--- config.mk ---
export PLATFORM = sky130hd
export DESIGN_NAME = sr_latch_bank_ctrl
export DESIGN_NICKNAME = d
export VERILOG_FILES = /design/src/rtl/sr_latch_bank_ctrl.sv
export SDC_FILE = /design/constraint.sdc
export NUM_CORES = 1
export LEC_CHECK = 0
export CORE_MARGIN = 10
export CORE_UTILIZATION = 39
export DETAILED_ROUTE_END_ITERATION = 16
export PLACE_DENSITY = 0.77
export SLEW_MARGIN = 20
export SYNTH_ARGS = -nofsm -noshare
export SYNTH_HDL_FRONTEND = slang
export SYNTH_SLANG_ARGS = --single-unit
export TNS_END_PERCENT = 20
--- constraint.sdc ---
create_clock -name clk -period 2.9 [get_ports clk]
set_clock_uncertainty 0.2 [all_clocks]
set_input_delay 0.58 -clock clk [delete_from_list [all_inputs] [get_ports clk]]
set_output_delay 0.58 -clock clk [all_outputs]
set_load 0.01 [all_outputs]
--- src/rtl/sr_latch_bank_ctrl.sv ---
// sr_latch_bank_ctrl
// Sequences single-latch writes into a bank of N gated SR latches on behalf
// of two requesters that share the bank round-robin. Each accepted write is
// played out as S/R setup, an enable pulse, a hold cycle with enable low,
// and a read-back of Q. Index values >= N are accepted but only produce an
// error completion. All latch drives and completion outputs are registered
// so the latch bank never sees decode glitches, and S and R are never both
// high on any latch.
module sr_latch_bank_ctrl #(
  parameter int N         = 8,
  parameter int IDX_W     = 3,
  parameter int PULSE_CYC = 2
) (
  input  logic             clk,
  input  logic             rst_n,
  input  logic             req0_valid,
  output logic             req0_ready,
  input  logic             req0_op,
  input  logic [IDX_W-1:0] req0_idx,
  input  logic             req1_valid,
  output logic             req1_ready,
  input  logic             req1_op,
  input  logic [IDX_W-1:0] req1_idx,
  output logic [N-1:0]     lat_s,
  output logic [N-1:0]     lat_r,
  output logic [N-1:0]     lat_en,
  input  logic [N-1:0]     lat_q,
  output logic             busy,
  output logic             done,
  output logic             done_src,
  output logic             err,
  output logic [2:0]       dbg_state
);

  // Sequencer states. IDLE is encoded as zero so dbg_state != 0 mirrors busy.
  typedef enum logic [2:0] {
    S_IDLE  = 3'd0,
    S_SETUP = 3'd1,
    S_PULSE = 3'd2,
    S_HOLD  = 3'd3,
    S_CHECK = 3'd4
  } state_t;

  state_t           state_q;
  state_t           state_d;
  logic [3:0]       cnt_q;
  logic [3:0]       cnt_d;
  logic             rr_last_q;
  logic             rr_last_d;
  logic             op_q;
  logic             op_d;
  logic [IDX_W-1:0] idx_q;
  logic [IDX_W-1:0] idx_d;
  logic             src_q;
  logic             src_d;

  logic             grant0;
  logic             grant1;
  logic             hs;
  logic [N-1:0]     sel_d;
  logic             in_range_d;
  logic             q_bit_d;

  logic [N-1:0]     lat_s_d;
  logic [N-1:0]     lat_r_d;
  logic [N-1:0]     lat_en_d;
  logic             done_d;
  logic             done_src_d;
  logic             err_d;

  // One-hot decode of a latch index; indices >= N decode to all zeros, which
  // is what keeps out-of-range requests from touching the bank.
  function automatic logic [N-1:0] decode_idx(input logic [IDX_W-1:0] i);
    logic [N-1:0] res;
    res = '0;
    for (int k = 0; k < N; k++) begin
      res[k] = (i == IDX_W'(k));
    end
    return res;
  endfunction

  // Handshake: a requester's write is taken on a rising edge where its valid
  // and ready are both high. ready is combinational, only ever high in IDLE,
  // and only for the single granted requester; a requester keeps valid and
  // its op/idx stable until it sees ready. With both valid, the requester that
  // did not win last time is granted (rr_last resets to 1 so requester 0 wins
  // the first tie).
  always_comb begin
    grant0 = 1'b0;
    grant1 = 1'b0;
    if (state_q == S_IDLE) begin
      if (req0_valid && req1_valid) begin
        grant0 = rr_last_q;
        grant1 = !rr_last_q;
      end else begin
        grant0 = req0_valid;
        grant1 = req1_valid;
      end
    end
  end

  assign req0_ready = grant0;
  assign req1_ready = grant1;
  assign hs         = grant0 | grant1;

  // Capture the winning request; the captured fields hold for the whole op.
  always_comb begin
    op_d      = op_q;
    idx_d     = idx_q;
    src_d     = src_q;
    rr_last_d = rr_last_q;
    if (grant0) begin
      op_d      = req0_op;
      idx_d     = req0_idx;
      src_d     = 1'b0;
      rr_last_d = 1'b0;
    end else if (grant1) begin
      op_d      = req1_op;
      idx_d     = req1_idx;
      src_d     = 1'b1;
      rr_last_d = 1'b1;
    end
  end

  assign sel_d      = decode_idx(idx_d);
  assign in_range_d = |sel_d;
  assign q_bit_d    = |(lat_q & sel_d);

  // Next-state logic: SETUP and HOLD are one cycle each, PULSE lasts
  // PULSE_CYC cycles via a down-counter, out-of-range goes straight to CHECK.
  always_comb begin
    state_d = state_q;
    cnt_d   = cnt_q;
    case (state_q)
      S_IDLE: begin
        if (hs) begin
          state_d = in_range_d ? S_SETUP : S_CHECK;
        end
      end
      S_SETUP: begin
        state_d = S_PULSE;
        cnt_d   = 4'(PULSE_CYC - 1);
      end
      S_PULSE: begin
        if (cnt_q == 4'd0) begin
          state_d = S_HOLD;
        end else begin
          cnt_d = cnt_q - 4'd1;
        end
      end
      S_HOLD: begin
        state_d = S_CHECK;
      end
      S_CHECK: begin
        state_d = S_IDLE;
      end
      default: begin
        state_d = S_IDLE;
      end
    endcase
  end

  // Drive values for the cycle we are about to enter. S/R are presented from
  // SETUP through HOLD, so enable rises only after a full setup cycle and
  // falls a full cycle before S/R are released. The read-back is taken on
  // the edge into CHECK, after the latch has settled through the hold cycle.
  always_comb begin
    lat_s_d    = '0;
    lat_r_d    = '0;
    lat_en_d   = '0;
    done_d     = 1'b0;
    done_src_d = 1'b0;
    err_d      = 1'b0;
    case (state_d)
      S_SETUP, S_HOLD: begin
        lat_s_d = sel_d & {N{op_d}};
        lat_r_d = sel_d & {N{~op_d}};
      end
      S_PULSE: begin
        lat_s_d  = sel_d & {N{op_d}};
        lat_r_d  = sel_d & {N{~op_d}};
        lat_en_d = sel_d;
      end
      S_CHECK: begin
        done_d     = 1'b1;
        done_src_d = src_d;
        err_d      = !in_range_d || (q_bit_d != op_d);
      end
      default: begin
      end
    endcase
  end

  // State, captured request and registered outputs; reset aborts any op and
  // releases every latch drive on the same edge.
  always_ff @(posedge clk) begin
    if (!rst_n) begin
      state_q   <= S_IDLE;
      cnt_q     <= 4'd0;
      rr_last_q <= 1'b1;
      op_q      <= 1'b0;
      idx_q     <= '0;
      src_q     <= 1'b0;
      lat_s     <= '0;
      lat_r     <= '0;
      lat_en    <= '0;
      done      <= 1'b0;
      done_src  <= 1'b0;
      err       <= 1'b0;
    end else begin
      state_q   <= state_d;
      cnt_q     <= cnt_d;
      rr_last_q <= rr_last_d;
      op_q      <= op_d;
      idx_q     <= idx_d;
      src_q     <= src_d;
      lat_s     <= lat_s_d;
      lat_r     <= lat_r_d;
      lat_en    <= lat_en_d;
      done      <= done_d;
      done_src  <= done_src_d;
      err       <= err_d;
    end
  end

  assign busy      = (state_q != S_IDLE);
  assign dbg_state = state_q;

endmodule

# Word-level counts from Yosys, hierarchy flattened
# Index checks and enable logic that the tools add are counted.
word_totals:
  regBits: 40
  input_bits: 20
  output_inout_bits: 33
  wordCells: 70
op_classes:
  add_sub_neg: 1
  n_eq_ne: 16
  mux: 19
  bitwise: 5
  reduce_logical: 17
op_table:
  columns: ["cell", "n"]
  rows:
  - ["$and 8x8->8", 3]
  - ["$eq 3x2->1 const B", 6]
  - ["$reduce_or 8->1", 2]
  - ["$eq 3x3->1 const B", 5]
  - ["$mux 3", 5]
  - ["$pmux 3 s4", 1]
  - ["$mux 1", 11]
  - ["$eq 3x1->1 const B", 3]
  - ["$pmux 4 s2", 1]
  - ["$reduce_and 2->1", 4]
  - ["$logic_not 3->1", 2]
  - ["$logic_not 4->1", 1]
  - ["$mux 4", 1]
  - ["$reduce_bool 2->1", 2]
  - ["$sub 4x1->4 const B", 1]
  - ["$reduce_bool 3->1", 1]
  - ["$reduce_or 3->1", 1]
  - ["$logic_not 1->1", 2]
  - ["$ne 2x2->1 const B", 1]
  - ["$logic_and 1x1->1", 1]
  - ["$logic_or 1x1->1", 1]
  - ["$ne 1x1->1", 1]
  - ["$not 1->1", 1]
  - ["$or 1x1->1", 1]

# Longest topological paths before layout
# Gate-level depths: netlist of the first run.
depth:
  ltp_word: 13
  depth_mapped: 10
  depth_no_buf: 8

# Least setup slack after synthesis of the first run
# OpenSTA, ideal clock, no wires.
synth_timing:
  path_type: "flip-flop to flip-flop"
  start: "register state_q[1], in the netlist dbg_state[1]"
  end: "register err"
  arrival_ns: 2.415
  required_time_ns: 2.574
  slack_ns: 0.159
  stages_incl_launch_ff: 11
  n_path_buf: 2
  synth_period_minus_slack_ns: 2.741
  path_cell_list: "dfxtp_1 buf_6 nor3_4 inv_2 or3_4 a31oi_1 buf_2 mux2_2 o2bb2ai_1 nor4_1 nor3_2"
synth_between:
  elab_chain_cells: 11
synth_rtl:
  columns: ["element", "line_no", "text"]
  rows:
  - ["start: declaration", "44", "state_t state_q;"]
  - ["start signal: assignment", "211", "state_q <= state_d;"]
  - ["$logic_not 3->1", "91, 134", null]
  - ["$mux 1", "91", "if (state_q == S_IDLE) begin"]
  - ["$mux 3", "117", "end else if (grant1) begin"]
  - ["$mux 3", "112", "if (grant0) begin"]
  - ["$eq 3x1->1, or another cell as far along", "77", "res[k] = (i == IDX_W'(k));"]
  - ["$reduce_or 8->1", "126", "assign in_range_d = |sel_d;"]
  - ["$mux 3", "137", "state_d = in_range_d ? S_SETUP : S_CHECK;"]
  - ["$mux 3", "136", "if (hs) begin"]
  - ["$pmux 3 s4", "134", "case (state_q)"]
  - ["$eq 3x3->1", "174", "case (state_d)"]
  - ["$reduce_and 2->1 (no line)", null, null]
  - ["end signal: assignment", "222", "err <= err_d;"]
  - ["end: declaration", "31", "output logic err,"]
# Several ways; a longest one is shown, not always the timed one.
# A chain may end at the register's enable or synchronous reset.

# Worst setup path after layout of the first run
layout_timing:
  start: "input req0_valid"
  end: "register err"
layout_between:
  elab_chain_cells: 12
layout_rtl:
  columns: ["element", "line_no", "text"]
  rows:
  - ["start: declaration", "16", "input logic req0_valid,"]
  - ["$logic_and 1x1->1", "92", "if (req0_valid && req1_valid) begin"]
  - ["$mux 1", "92", null]
  - ["$mux 1", "91", null]
  - ["$mux 3", "117", null]
  - ["$mux 3", "112", null]
  - ["$eq 3x1->1, or another cell as far along", "77", null]
  - ["$reduce_or 8->1", "126", null]
  - ["$mux 3", "137", null]
  - ["$mux 3", "136", null]
  - ["$pmux 3 s4", "134", null]
  - ["$eq 3x3->1", "174", null]
  - ["$reduce_and 2->1 (no line)", null, null]
# Several ways; a longest one is shown, not always the timed one.

==> out/metrics.cfg, run 1 <==
[synthesis]
syn_nets = 180
yosysSeqAreaShare_pct = 53.7
ys_ff_latch = 40
ys_warn_count = 0
synthCells = 159
syn_avg_cell_area_um2 = 9.38
synth_cell_types = 36
syn-cell-area_um2 = 1490

[global_routing]
antenna_found_initial = 0
grt_pass1_vias = 1292
grt_first_pass_wirelength_um = 5840
grt_max_degree = 13
grt_overflow_total = 0
grtUsageTotal_pct = 11.2

[placement]
hpwl_um = 2980
io_buffers = 52
dp_cells = 278
place_congestion = 0.818
dp_slack_ns = -0.212

[die]
die_height_um = 81.8
dieArea_um2 = 6700
rows = 22
start_util_pct = 40.4
die_w_um = 81.8
num_io_pins = 53
core_area_um2 = 3690

[worst_setup_path]
timing.rr.end = err
r2r_slack_ns = 0.28
cp.required_ns = 2.88
cp_max_fo = 8
critPathArrivalTime_ns = 2.74
worst_setup_path_start_kind = primary input
rr_worst_depth = 9
cp_cell_sequence = clkdlybuf4s50_1 -> inv_1 -> or3_4 -> buf_4 -> a31oi_4 -> or3b_4 -> o22ai_2 -> o31a_1 -> nor3_2
critPathMaxStageDelay_ns = 0.51
reg2reg_from = dbg_state[0]
cp-end-kind = register
path_buf_inv = 3
path_delay_family = simple AND/OR/NAND/NOR gates
criticalPathCategory = primary input to register
cpMaxStageDelayCell = clkdlybuf4s50_1

[detailed_routing]
wirelength_um = 3650
drt-wirelength-per-cell_um = 12.8
first_pass_iters = 4
via_per_inst = 4.54
final_antenna_net_count = 0
drc = 0
drt-initial-drc-count = 41
vias = 1298

[timing]
fin_crit_sh_pct = 95.4
holdWs_ns = 0.331
slew_headroom_pct = 63.7
setup_tns_ns = 0
rsz0062_at_grt = yes
tightest_slew_ns = 0.538
achievable-frequency_mhz = 362
setup_viol = 0
fin_ws_ns = 0.135
slew_violations = 0
finalHoldViolations = 0
min_period_ns = 2.77

[power_and_ir_drop]
finalPower_w = 0.00153
ir_drop_uv = 360
power_leakage_nw = 0.951
power.density_nw_per_um2 = 653

[min_path]
min_to = cnt_q[3]
hold_class = register to register
holdPathStages = 2
holdCritStartpoint = cnt_q[3]

[cts]
cts_hold_buf = 0
cts_tree = done
insertion_delay_ns = 0.29
clk_pin_slew_ns = 0.07
cts_root_buf = clkbuf_8
cts.path.max_buffers = 2
cts_made_buffers = 5
cts.sinks = 40
cts_setup_buffers = 0
cts.htree.levels = 2

[run_status]
status = completed

[cells_and_area]
nets = 258
syn2layout_area_growth_pct = 56.8
fill_cells = 355
drive_gt1_share_pct = 18.5
diodes = 0
instances_no_fill = 286

[job]
maxCapViolations = 0

[layout by cell type (no fill, tap or decap), drive strengths merged, types with 3 or more instances in the layout]
master         synthesis  final
nor2                  38     38
o21ai                  7      7
nand2                  9      9
or3                    3      3
clkbuf                 1      6
xnor2                  3      3
inv                   13     13
clkdlybuf4s50          0     50
nor4                   5      5
a31oi                  4      4
nand3                  6      6
and2                   4      4
buf                    2     22
dfxtp                 40     40
nor3                   3      3
[cell usage after synthesis]
cell       number  share of area [%]
a211oi_1        1               0.50
a21bo_2         1               0.67
a21boi_0        1               0.50
a21oi_1         1               0.34
a31oi_1         2               0.84
a31oi_4         2                2.9
and2_1          4                1.7
buf_2           1               0.34
buf_6           1               0.75
clkbuf_1        1               0.25
dfxtp_1        40                 54
ha_1            1               0.84
inv_1          12                3.0
inv_2           1               0.25
mux2_2          1               0.75
mux2i_1         2                1.3
nand2_1         9                2.3
nand2b_1        2               0.84
nand3_1         6                2.0
nand3b_1        2                1.0
nor2_1         38                9.6
nor2b_1         1               0.42
nor3_1          1               0.34
nor3_2          1               0.67
nor3_4          1                1.1
nor4_1          5                2.1
o21ai_0         7                2.3
o22ai_2         2                1.7
o2bb2ai_1       1               0.59
o311ai_0        1               0.59
o31a_1          1               0.59
or2_2           1               0.42
or3_1           2               0.84
or3_4           1               0.75
or3b_4          2                1.5
xnor2_1         3                1.8
[per-stage QoR]
| step | area, um^2 | utilization, % |
|---|---|---|
| 6_report | 2340 | 63.4 |
| 5_1_grt | 2340 | 63.4 |
| 4_1_cts | 2320 | 63.0 |
| 3_5_place_dp | 2220 | 60.1 |
| 3_3_place_gp | 2220 | 60.1 |
| 2_1_floorplan | 1490 | - |
[worst register-to-register path: stages (launching register included)]
cell and delay [ns]:
dfxtp_1 0.34, nor3_4 0.26, inv_2 0.12, or3_4 0.42, buf_4 0.17, a31oi_4 0.21
or3b_4 0.42, o22ai_2 0.17, o31a_1 0.16, nor3_2 0.04
[state kept, by name, summed over array words and instances, names as in the netlist]
register / cells
op_q: 1
lat_s: 8
lat_r: 8
rr_last_q: 1
err: 1
dbg_state: 3
idx_q: 3
lat_en: 8
done_src: 1
src_q: 1
cnt_q: 4
done: 1
[cell families after synthesis]
family | after synthesis | synth area share (%)
compound gates | 20 | 11.5
xor+xnor | 3 | 1.76
fa+ha+maj | 1 | 0.839
buf+inv | 16 | 4.61
flops | 40 | 53.7
mux | 3 | 2.10
simple gates | 76 | 25.5
[layout make-up]
| cell class | count | area (um^2) | share of cell area (%) |
|---|---|---|---|
| clock inverters | 2 | 35.0 | 1.50 |
| inverters | 13 | 48.8 | 2.09 |
| repair buffers | 74 | 687 | 29.4 |
| multi-input cells | 103 | 634 | 27.1 |
| flip-flops and latches | 40 | 801 | 34.2 |
| well taps | 48 | 60.1 | 2.57 |
| clock buffers | 6 | 72.6 | 3.10 |
[what timing repair did]
action,4_1_cts,5_1_grt
pin swaps,0,0
setup endpoints to repair,1,2
gates resized for setup,1,4
cloned,0,0
[report_power, final]
group          internal [W]  total (W)  switching, W
Clock              0.000255   0.000437      0.000182
Sequential         0.000592   0.000610     0.0000181
Combinational      0.000250   0.000481      0.000231
[worst max path at each step]
| stage | from | end | slack [ns] | depth (start not counted) |
|---|---|---|---|---|
| after floorplan | dbg_state[1] | err | 0.16 | 10 |
| after global placement | req0_valid | err | -0.13 | 9 |
| after detailed placement | req0_valid | err | -0.21 | 8 |
| after CTS | req1_valid | req1_ready | 0.05 | 4 |
| after global routing | req0_valid | err | -0.01 | 9 |
| final | req0_valid | err | 0.13 | 9 |
[metal layers]
metal	part of all wire [%]	track usage, %	vias up
li1	-	-	679
met1	42	12.4	575
met2	47	19.1	38
met3	8.7	4.15	6
met4	1.6	4.59	0
met5	0	0	-
Note: power is estimated with default switching activity, not from simulation.
==> run 2: changes to the inputs <==
--- a/config.mk
+++ b/config.mk
@@ -7,6 +7,7 @@
 export LEC_CHECK = 0
 export CORE_MARGIN = 10
 export CORE_UTILIZATION = 39
+export CTS_CLUSTER_SIZE = 24
 export DETAILED_ROUTE_END_ITERATION = 16
 export PLACE_DENSITY = 0.77
 export SLEW_MARGIN = 20
==> results of run 2 <==
Same layout as run 1: the final DEF is identical, and so are final timing and power.
==> run 3: changes to the inputs <==
--- a/config.mk
+++ b/config.mk
@@ -5,9 +5,8 @@
 export SDC_FILE = /design/constraint.sdc
 export NUM_CORES = 1
 export LEC_CHECK = 0
-export CORE_MARGIN = 10
 export CORE_UTILIZATION = 39
-export CTS_CLUSTER_SIZE = 24
+export CTS_CLUSTER_SIZE = 30
 export DETAILED_ROUTE_END_ITERATION = 16
 export PLACE_DENSITY = 0.77
 export SLEW_MARGIN = 20
==> run 3 against run 2 <==
  * Via count up 1.0%
  * Non-clock buffer count down 1
  * Core utilization down 0.21 points
  * Power down 4.2%
  * Count of clock-buffer cells in the layout up 1
  * Clock power down 12%
  * Sequential share of layout area up 0.37 points
  * Register-to-register slack better by 0.02 ns
  * Setup slack worse by 0.0065 ns
  * Critical path type unchanged
  * Largest cell class unchanged
==> out/metrics.cfg, run 3 (synthesis results as in run 1) <==
[cts]
cts.htree.levels = 2  ; unchanged
cts_setup_buffers = 0  ; unchanged
cts.path.max_buffers = 2  ; unchanged
cts.sinks = 40  ; unchanged
cts_root_buf = clkbuf_8
cts_tree = done
cts_made_buffers = 5  ; unchanged
clk_pin_slew_ns = 0.07  ; about the same
insertion_delay_ns = 0.28  ; about the same

[timing]
finalHoldViolations = 0  ; unchanged
fin_crit_sh_pct = 95.6  ; +0.22 points
achievable-frequency_mhz = 361  ; -0.23%
min_period_ns = 2.77  ; +0.00645 ns
slew_headroom_pct = 65.1  ; +1.5 points
setup_viol = 0  ; unchanged
tightest_slew_ns = 0.518  ; -0.0198 ns
slew_violations = 0  ; unchanged
fin_ws_ns = 0.128  ; -0.00645 ns

[global_routing]
antenna_found_initial = 0  ; unchanged
grtUsageMet1_pct = 20.8  ; +8.4 points
gr-usage-met2_pct = 29.9  ; +11 points
grt_first_pass_wirelength_um = 5470  ; -6.4%
grt_overflow_total = 0  ; unchanged
grtUsageTotal_pct = 17.6  ; +6.4 points
grt.busiest_layer = met2
grt_max_degree = 12  ; -1
use_met3_pct = 5.71  ; +1.6 points
grt_pass1_vias = 1240  ; -4.0%

[detailed_routing]
final_antenna_net_count = 0  ; unchanged
drc = 0  ; unchanged
wirelength_um = 3150  ; -14%
via_per_inst = 4.62  ; +1.7%
first_pass_iters = 4  ; unchanged
vias = 1311  ; +1.0%
drt-wirelength-per-cell_um = 11.1  ; -13%
drt-initial-drc-count = 61  ; +49%

[min_path]
holdCritStartpoint = cnt_q[3]
min_to = cnt_q[3]
holdPathStages = 2  ; unchanged
hold_class = register to register

[cells_and_area]
mostFrequentLayoutCells = clkdlybuf4s50_1, dfxtp_1, nor2_1, buf_4, inv_1
fin_area_um2 = 2310  ; -1.1%
diodes = 0  ; unchanged
fill_cells = 307  ; -14%
multiInputGateArea_um2 = 628  ; -0.99%
final_util_pct = 63.2  ; -0.21 points
nets = 257  ; -0.39%
seq_area_um2 = 801  ; unchanged
reg_top3 = lat_en (8), lat_r (8), lat_s (8)
drive_gt1_share_pct = 17.8  ; -0.69 points
instances_no_fill = 284  ; -0.70%
layout_commonest_cell = clkdlybuf4s50_1
syn2layout_area_growth_pct = 55.1

[die]
dieArea_um2 = 4080  ; -39%
rows = 22  ; unchanged
core_area_um2 = 3660  ; -0.75%
start_util_pct = 40.7  ; +0.30 points
die_w_um = 63.8  ; -22%
num_io_pins = 53  ; unchanged
die_height_um = 63.8  ; -22%

[power_and_ir_drop]
power.density_nw_per_um2 = 633  ; -3.1%
power_leakage_nw = 0.939  ; -1.3%
finalPower_w = 0.00146  ; -4.2%
ir_drop_uv = 386  ; +7.2%

[worst_setup_path]
critPathArrivalTime_ns = 2.74  ; about the same
rr_worst_depth = 9  ; unchanged
cp-end-kind = register
cp.required_ns = 2.87  ; about the same
criticalPathCategory = primary input to register
cp_max_fo = 10  ; +2
reg2reg_from = dbg_state[0]
r2r_slack_ns = 0.30  ; +0.02 ns
timing.rr.end = err
worst_setup_path_start_kind = primary input

[run_status]
status = completed

[placement]
io_buffers = 52  ; unchanged
hpwl_um = 2430  ; -18%
place_congestion = 0.847  ; +3.4%
dpl_cell_area_um2 = 2210  ; -0.34%
dp_slack_ns = -0.228  ; -0.0161 ns
dp_cells = 277  ; -0.36%

[job]
maxCapViolations = 0  ; unchanged

-- run 3: cell count changes in the layout (fill, tap and decap cells not counted), sizes merged --
cell    change
bufinv      -1
clkinv      -1
clkbuf      +1
buf         -1
-- run 3: per-layer routing --
layer | up-vias | wire (um)
met2 | 42 | 1480
met1 | 581 | 1430
li1 | 683 | -
met3 | 5 | 185
met4 | 0 | 49
met5 | - | 0
-- run 3: critical path: stages --
cell and delay, ns:
clkdlybuf4s50_1 0.51, inv_1 0.07, or3_4 0.43, a31oi_1 0.24, buf_4 0.22, mux2i_1 0.21
o2bb2ai_1 0.12, nor4_2 0.30, nor3_2 0.07
-- run 3: area by class of cell --
type                       instances  area share, %
clock buffer                       7           4.16
inverter                          13           2.11
multi-input combinational        103           27.1
sequential                        40           34.6
tap                               48           2.60
timing repair buffer              73           29.4
-- run 3: how the worst max path moves through the flow --
stage	from	endpoint	slack (ns)	cells after the start
floorplan	dbg_state[1]	err	0.16	10
global placement	req0_valid	req0_ready	-0.08	5
detailed placement	req0_valid	err	-0.23	9
CTS	req0_valid	req1_ready	0.0008	5
global route	req0_valid	err	-0.01	9
finish	req0_valid	err	0.13	9
-- run 3: through the flow --
step	hold WS, ns	TNS, ns
6_report	0.329	0
5_1_grt	0.370	-0.0119
4_1_cts	0.334	0
3_5_place_dp	0.314	-0.336
3_3_place_gp	0.300	-0.144
2_1_floorplan	0.278	0
-- run 3: repair_timing --
item	4_1_cts	5_1_grt
cloned	0	0
hold buffers	0	0
gates resized for setup	1	2
endpoints found under the setup margin	1	2
-- run 3: power breakdown --
| group | internal, W | leakage, nW | switching, W | total (W) |
|---|---|---|---|---|
| Clock | 0.000212 | 0.0503 | 0.000174 | 0.000385 |
| Combinational | 0.000242 | 0.564 | 0.000225 | 0.000467 |
| Sequential | 0.000592 | 0.325 | 0.0000196 | 0.000612 |
| Total | 0.00105 | 0.939 | 0.000418 | 0.00146 |
